==> config.mk <==
export PLATFORM = sky130hd
export DESIGN_NAME = wb_arbiter
export DESIGN_NICKNAME = d
export VERILOG_FILES = /design/src/rtl/wb_arbiter.sv
export SDC_FILE = /design/constraint.sdc
export NUM_CORES = 1
export LEC_CHECK = 0
export ABC_AREA = 0
export BUFFER_PORTS_ARGS = -buffer_cell sky130_fd_sc_hd__buf_4
export CAP_MARGIN = 20
export CORE_MARGIN = 2
export CORE_UTILIZATION = 52
export CTS_CLUSTER_DIAMETER = 80
export CTS_CLUSTER_SIZE = 24
export DETAILED_ROUTE_END_ITERATION = 10
export GPL_TIMING_DRIVEN = 0
export HOLD_SLACK_MARGIN = 0.06
export PLACE_DENSITY = 0.81
export SLEW_MARGIN = 20
export SYNTH_ARGS = -nofsm -noshare
export SYNTH_HDL_FRONTEND = slang
export SYNTH_SLANG_ARGS = --single-unit
export TNS_END_PERCENT = 100
==> constraint.sdc <==
create_clock -name clk -period 5.51 [get_ports clk]
set_input_delay 0.2755 -clock clk [delete_from_list [all_inputs] [get_ports clk]]
set_output_delay 0.2755 -clock clk [all_outputs]
set_load 0.005 [all_outputs]
==> src/rtl/wb_arbiter.sv <==
// Round-robin writeback arbiter: NUM_REQ requesters onto 2 register-file write ports.
// 1-cycle latency; req_ready is a combinational grant, ungranted requesters hold and retry.
module wb_arbiter #(
   parameter int SIZE    = 32,
   parameter int REG_NUM = 8,
   parameter int NUM_REQ = 4
) (
   input  logic                                      clk,
   input  logic                                      rst_n,
   input  logic [NUM_REQ-1:0]                        req_valid,
   input  logic [NUM_REQ-1:0][$clog2(REG_NUM)-1:0]   req_reg,
   input  logic [NUM_REQ-1:0][SIZE-1:0]              req_data,
   output logic [NUM_REQ-1:0]                        req_ready,
   output logic [1:0]                                RegWrite,
   output logic [1:0][$clog2(REG_NUM)-1:0]           write_reg,
   output logic [1:0][SIZE-1:0]                      write_data,
   output logic [REG_NUM-1:0]                        pending
);

   localparam int PW = (NUM_REQ > 1) ? $clog2(NUM_REQ) : 1;
   localparam logic [PW:0] NREQ = (PW+1)'(NUM_REQ);

   logic [PW-1:0] rr_ptr;
   logic [PW-1:0] next_ptr;
   logic [PW-1:0] g0_idx;
   logic [PW-1:0] g1_idx;
   logic          g0_vld;
   logic          g1_vld;

   // Port 1 skips any requester targeting port 0's register so both ports never collide.
   always_comb begin : scan
      logic [PW:0] pos;
      logic [PW:0] nxt;
      pos    = '0;
      nxt    = '0;
      g0_vld = 1'b0;
      g1_vld = 1'b0;
      g0_idx = '0;
      g1_idx = '0;
      for (int k = 0; k < NUM_REQ; k++) begin
         pos = {1'b0, rr_ptr} + (PW+1)'(k);
         if (pos >= NREQ) pos = pos - NREQ;
         if (req_valid[pos[PW-1:0]]) begin
            if (!g0_vld) begin
               g0_vld = 1'b1;
               g0_idx = pos[PW-1:0];
            end else if (!g1_vld && (req_reg[pos[PW-1:0]] != req_reg[g0_idx])) begin
               g1_vld = 1'b1;
               g1_idx = pos[PW-1:0];
            end
         end
      end
      nxt = {1'b0, (g1_vld ? g1_idx : g0_idx)} + (PW+1)'(1);
      if (nxt >= NREQ) nxt = nxt - NREQ;
      next_ptr = nxt[PW-1:0];
   end

   always_comb begin
      req_ready = '0;
      if (rst_n) begin
         if (g0_vld) req_ready[g0_idx] = 1'b1;
         if (g1_vld) req_ready[g1_idx] = 1'b1;
      end
   end

   always_ff @(posedge clk or negedge rst_n) begin
      if (!rst_n) begin
         rr_ptr     <= '0;
         RegWrite   <= '0;
         write_reg  <= '0;
         write_data <= '0;
      end else begin
         RegWrite <= {g1_vld, g0_vld};
         if (g0_vld) begin
            write_reg[0]  <= req_reg[g0_idx];
            write_data[0] <= req_data[g0_idx];
            rr_ptr        <= next_ptr;
         end
         if (g1_vld) begin
            write_reg[1]  <= req_reg[g1_idx];
            write_data[1] <= req_data[g1_idx];
         end
      end
   end

   always_comb begin
      pending = '0;
      for (int p = 0; p < 2; p++) begin
         if (RegWrite[p]) pending[write_reg[p]] = 1'b1;
      end
   end

endmodule
# Word-level counts from Yosys, hierarchy flattened
# Cells that the tools add are included.
# totals
reg_bits,74
input_bits,146
output_inout_bits,84
elab_cells,125
# classes
addsub,9
n_lt_le_gt_ge,20
eq_ne,3
mux,77
n_bitwise,2
reduce_logical,8
# ops
cell,n
binary-select mux 32 bit (select 2 bit),2
two-way mux 32 bit,2
binary-select mux 3 bit (select 2 bit),8
two-way mux 2 bit,22
less-than comparator 2 x 3 -> 1 bit (second input constant),9
two-way mux 3 bit,8
two-way mux 1 bit,21
two-way mux 4 bit,4
two-way mux 8 bit,2
greater-or-equal comparator 3 bit (second input constant),4
subtractor 2 x 1 -> 2 bit (second input constant),5
!= test 3 bit,3
binary-select mux 1 bit (select 2 bit),4
less-than comparator 3 x 4 -> 1 bit (second input constant),2
OR 8 bit,1
adder 2 x 1 -> 3 bit (second input constant),2
adder 2 x 2 -> 3 bit (second input constant),2
demux 1 bit (select 3 bit),2
greater-or-equal comparator 3 x 1 -> 1 bit (second input constant),2
logical AND 1 bit,6
demux 1 bit (select 2 bit),2
greater-or-equal comparator 2 x 1 -> 1 bit (second input constant),2
OR 4 bit,1
greater-or-equal comparator 2 x 3 -> 1 bit (second input constant),1
logical NOT 1 bit,2

# Longest topological paths before layout
# depth
depth_word,28
ltp_mapped,19
depth_no_buf,14

# Worst setup path before layout
# OpenSTA, ideal clock, no wires.
# synth_timing
path_type,reg-to-output
from,reg rr_ptr[0]
to,out req_ready[0]
t_arrival_ns,3.832
required_ns,5.234
setup_slack_ns,1.402
stages_incl_launch_ff,20
n_path_buf,6
cell_sequence,dfrtp_1 -> buf_2 -> buf_2 -> buf_2 -> buf_1 -> a21oi_1 -> o21ai_0 -> ha_1 -> inv_1 -> mux2i_4 -> nand3_2 -> a2111o_1 -> o2111ai_2 -> nand3_2 -> o211ai_4 -> nand2_1 -> buf_2 -> buf_2 -> o21ai_0 -> and2_1
# synth_between
elab_chain_len,28
word_cells_on_any_way,86
classes_between,add/sub: 7; order compare: 8; eq/ne: 3; mux: 61; bitwise: 1; reduce/logical: 6
# synth_rtl
element,line,text
"start, declared",23,logic [PW-1:0] rr_ptr;
"start signal, assigned",77,rr_ptr <= next_ptr;
greater-or-equal comparator 2 x 3 -> 1 bit or subtractor 2 x 1 -> 2 bit (tied branches),42,if (pos >= NREQ) pos = pos - NREQ;
two-way mux 2 bit,42,
binary-select mux 1 bit (select 2 bit),43,if (req_valid[pos[PW-1:0]]) begin
two-way mux 1 bit (not written as such),43,
two-way mux 2 bit,43,
binary-select mux 3 bit (select 2 bit),47,end else if (!g1_vld && (req_reg[pos[PW-1:0]] != req_reg[g0_idx])) begin
two-way mux 3 bit (not written as such),47,
!= test 3 bit,47,
(+12 left out),-,
two-way mux 2 bit,43,
less-than comparator 2 x 3 -> 1 bit (not written as such) or greater-or-equal comparator 2 x 1 -> 1 bit (tied branches),62,if (g1_vld) req_ready[g1_idx] = 1'b1;
logical AND 1 bit (not written as such),62,
two-way mux 1 bit (not written as such),62,
demux 1 bit (select 2 bit),62,
OR 4 bit (no line),-,
two-way mux 4 bit (*),62,
two-way mux 4 bit (*),60,if (rst_n) begin
"end, declared",13,"output logic [NUM_REQ-1:0] req_ready,"
# Every way passes the cells marked *; elsewhere a longest branch is shown, timed or not. The select of a mux whose other input is x is not followed.

# Final worst setup path
# Same ends and word-level chain as after synthesis.

==> flow_metrics.py <==
metrics = {
    "run_status": {
        "status": "finished, final reports clean",
    },
    "sta": {
        "clock_skew_ns": 0.00699,
        "setup_ws_ns": 0.267,
        "timing.fmax_mhz": 191,
        "maxSlewViolCount": 0,
        "layout_min_cycle_time_ns": 5.24,
        "relSlewSlack_pct": 33.3,
        "setup_tns_ns": 0,
        "grt_setup_unrepaired": "false",
        "final_hold_viol_count": 0,
        "setup_viol": 0,
        "worstMarginPinSlew_ns": 1.00,
        "timing.final.crit_share_pct": 95.2,
    },
    "clock_network": {
        "hold_buffers": 0,
        "numCtsBuffers": 9,
        "cts.path.max_buffers": 2,
        "root_buffer": "clkbuf_16",
        "clock_sinks": 74,
        "path_clk_slew_ns": 0.06,
        "cts_max_level": 3,
        "cts_tree": "yes",
        "clock_latency_ns": 0.35,
        "post_cts_buffers": 0,
        "cts_resized": 1,
    },
    "synthesis": {
        "async_flop_share_pct": 100,
        "dominantRegCellSynth": "dfrtp_1",
        "yosysUniqueCellTypes": 61,
        "synthCells": 872,
        "syn_nets": 1019,
        "synth.avg_cell_area_um2": 7.47,
        "ys_warn_count": 0,
        "syn_area_um2": 6520,
        "ys_ff_latch": 74,
        "yosysSeqAreaShare_pct": 28.4,
        "synth_edf_count": 0,
    },
    "power": {
        "power.internal_mw": 3.36,
        "irDropWorstVdd_mv": 0.491,
        "power_frac_clock_pct": 8.3,
        "switching_share_pct": 52.1,
        "combinationalPowerShare_pct": 76.2,
        "fin_total_pwr_mw": 7.01,
        "p_switching_mw": 3.65,
        "seqPwrFrac_pct": 15.4,
        "power_leakage_nw": 3.79,
        "power_density_nw_per_um2": 803,
    },
    "critical_path": {
        "critPathSlowestCell": "a2111o_1",
        "worst_path_largest_cell_delay_ns": 0.44,
        "path_cells": "buf_2, clkbuf_4, buf_4, a21oi_1, o21ai_0, ha_1, inv_1, mux2i_4, nand3_2, a2111o_1, o2111ai_2, nand3_2, o211ai_4, nand2_1, buf_2, buf_2, o21ai_0, and2_1, buf_4",
        "critPathLaunch": "rr_ptr[0]$_DFFE_PN0N_",
        "arrival_ns": 4.97,
        "required_ns": 5.23,
        "crit_type": "reg2out",
        "critPathLaunchType": "flop",
        "r2r_cells": 17,
        "worstReg2RegStart": "rr_ptr[0]$_DFFE_PN0N_",
        "cp_max_fo": 19,
        "end_kind": "output pin",
        "cpMostUsedCell": "buf_2",
    },
    "cells_and_area": {
        "final_common_cell": "buf_4",
        "layout-drive-gt1-share_pct": 30.4,
        "area_growth_pct": 33.9,
        "diodes": 0,
        "largest_register_ff_count": 64,
        "fillers": 1038,
        "nets": 1256,
        "layout_common_cells": "234 x buf_4, 162 x nand2_1, 144 x nor2_1, 85 x o21ai_0, 74 x dfrtp_1",
    },
    "die": {
        "die_area_um2": 13400,
        "design.core.area_um2": 12100,
        "die_w_um": 116,
        "num_rows": 40,
        "initial_utilization_pct": 53.8,
        "io_pins": 230,
        "die_h_um": 116,
    },
    "run": {
        "max-cap-violations": 0,
    },
    "global_routing": {
        "grt_pass1_vias": 7453,
        "grt_use_total_pct": 37.0,
        "grt_pass1_wl_um": 38700,
        "grt_max_degree": 79,
        "gr-total-overflow": 0,
        "antenna_found_initial": 0,
    },
    "placement": {
        "dpl_worst_slack_ns": 0.0720,
        "hpwl_um": 18500,
        "gp_congestion": 0.973,
        "io_buffer_count": 228,
    },
    "drt": {
        "wire_per_inst_um": 19.6,
        "ant_nets": 0,
        "routed_via_density": 6.14,
        "vias": 7863,
        "wirelength_um": 25100,
        "first_pass_iters": 6,
        "dr.first_iter.drc_count": 856,
        "route.detailed.drc": 0,
    },
    "min_path": {
        "min-delay-path-class": "in2async",
    },
}
## cell usage after synthesis (all sizes together), types with 3 or more instances
master	n	share of area, %
a211oi	74	12
a21boi	35	4.0
a21o	3	0.35
a21oi	46	3.6
a221o	3	0.46
a221oi	3	0.40
and2	6	0.58
and3	3	0.29
buf	30	3.1
clkbuf	46	2.6
dfrtp	74	28
inv	6	0.35
mux2	3	0.52
mux2i	12	2.0
mux4	10	3.5
nand2	162	9.3
nand2b	11	1.1
nand3	42	3.4
nor2	144	8.3
nor2b	5	0.48
nor3	7	0.54
nor4bb	4	0.61
o2111ai	3	0.50
o211ai	3	0.56
o21ai	85	6.5
o22ai	6	0.58
o31a	3	0.40
o31ai	6	0.77
xnor2	7	0.94
xor2	4	0.54
## stage by stage
step,hold WS (ns),area [um^2],utilization [%],cells
after detailed placement,0.472,8440,69.7,1268
after CTS,0.134,8720,72.0,1282
after floorplan,-0.0201,6520,-,872
after global routing,0.164,8730,72.1,1281
final,0.102,8730,72.1,1281
after global placement,0.464,8440,69.7,1268
## worst paths after layout
check | to | slack (ns)
min in group clk | write_data[32]$_DFFE_PN0P_ | 0.19
max in group asynchronous | write_data[26]$_DFFE_PN0N_ | 4.77
worst max-delay path | req_ready[0] | 0.27
worst min-delay path | write_data[38]$_DFFE_PN0P_ | 0.10
worst min register to register | write_data[4]$_DFFE_PN0N_ | 0.48
worst max register to register | write_data[63]$_DFFE_PN0P_ | 0.93
## per-layer routing
layer	GRT usage (%)	routed length, um	up-vias
met5	0	0	-
met4	15.0	886	0
met2	58.9	11600	547
met3	9.88	3030	77
met1	48.2	9600	3658
li1	-	-	3581
## logic make-up (layout without fill, tap and decap cells)
| kind of cell | count (synthesis) | in the layout | share of synthesized area [%] |
|---|---|---|---|
| XOR/XNOR | 11 | 11 | 1.48 |
| multiplexers | 25 | 25 | 6.01 |
| buffers and inverters | 82 | 323 | 6.13 |
| flip-flops | 74 | 74 | 28.4 |
| adder cells (fa/ha/maj) | 2 | 2 | 0.346 |
| AO/OA/AOI/OAI | 283 | 283 | 31.7 |
| AND/OR/NAND/NOR | 395 | 395 | 25.9 |
## layout make-up
| class | instances | area [um^2] | share of cell area [%] |
|---|---|---|---|
| clock buffer | 11 | 253 | 2.90 |
| sequential | 74 | 1850 | 21.2 |
| buffer | 74 | 374 | 4.29 |
| timing repair buffer | 228 | 1710 | 19.6 |
| clock inverter | 4 | 26.3 | 0.301 |
| tap | 168 | 210 | 2.41 |
| inverter | 6 | 22.5 | 0.258 |
| multi-input combinational | 716 | 4280 | 49.0 |
## power by group through the flow
stage / clock network (mW) / registers [mW] / logic, mW
CTS: 0.575 / 1.08 / 5.22
finish: 0.584 / 1.08 / 5.34
global placement: 0 / 1.07 / 5.10
global route: 0.603 / 1.11 / 5.75
floorplan: 0 / 1.07 / 3.50
detailed placement: 0 / 1.08 / 5.20
## critical path: cells and delay by family, from the launching register on
family	cells	cell delay [ns]
compound gates	6	1.50
fa+ha+maj	1	0.31
buf+inv	7	1.45
flops	1	0.41
mux	1	0.30
simple gates	4	0.63
Note: power is estimated with default switching activity, not from simulation.
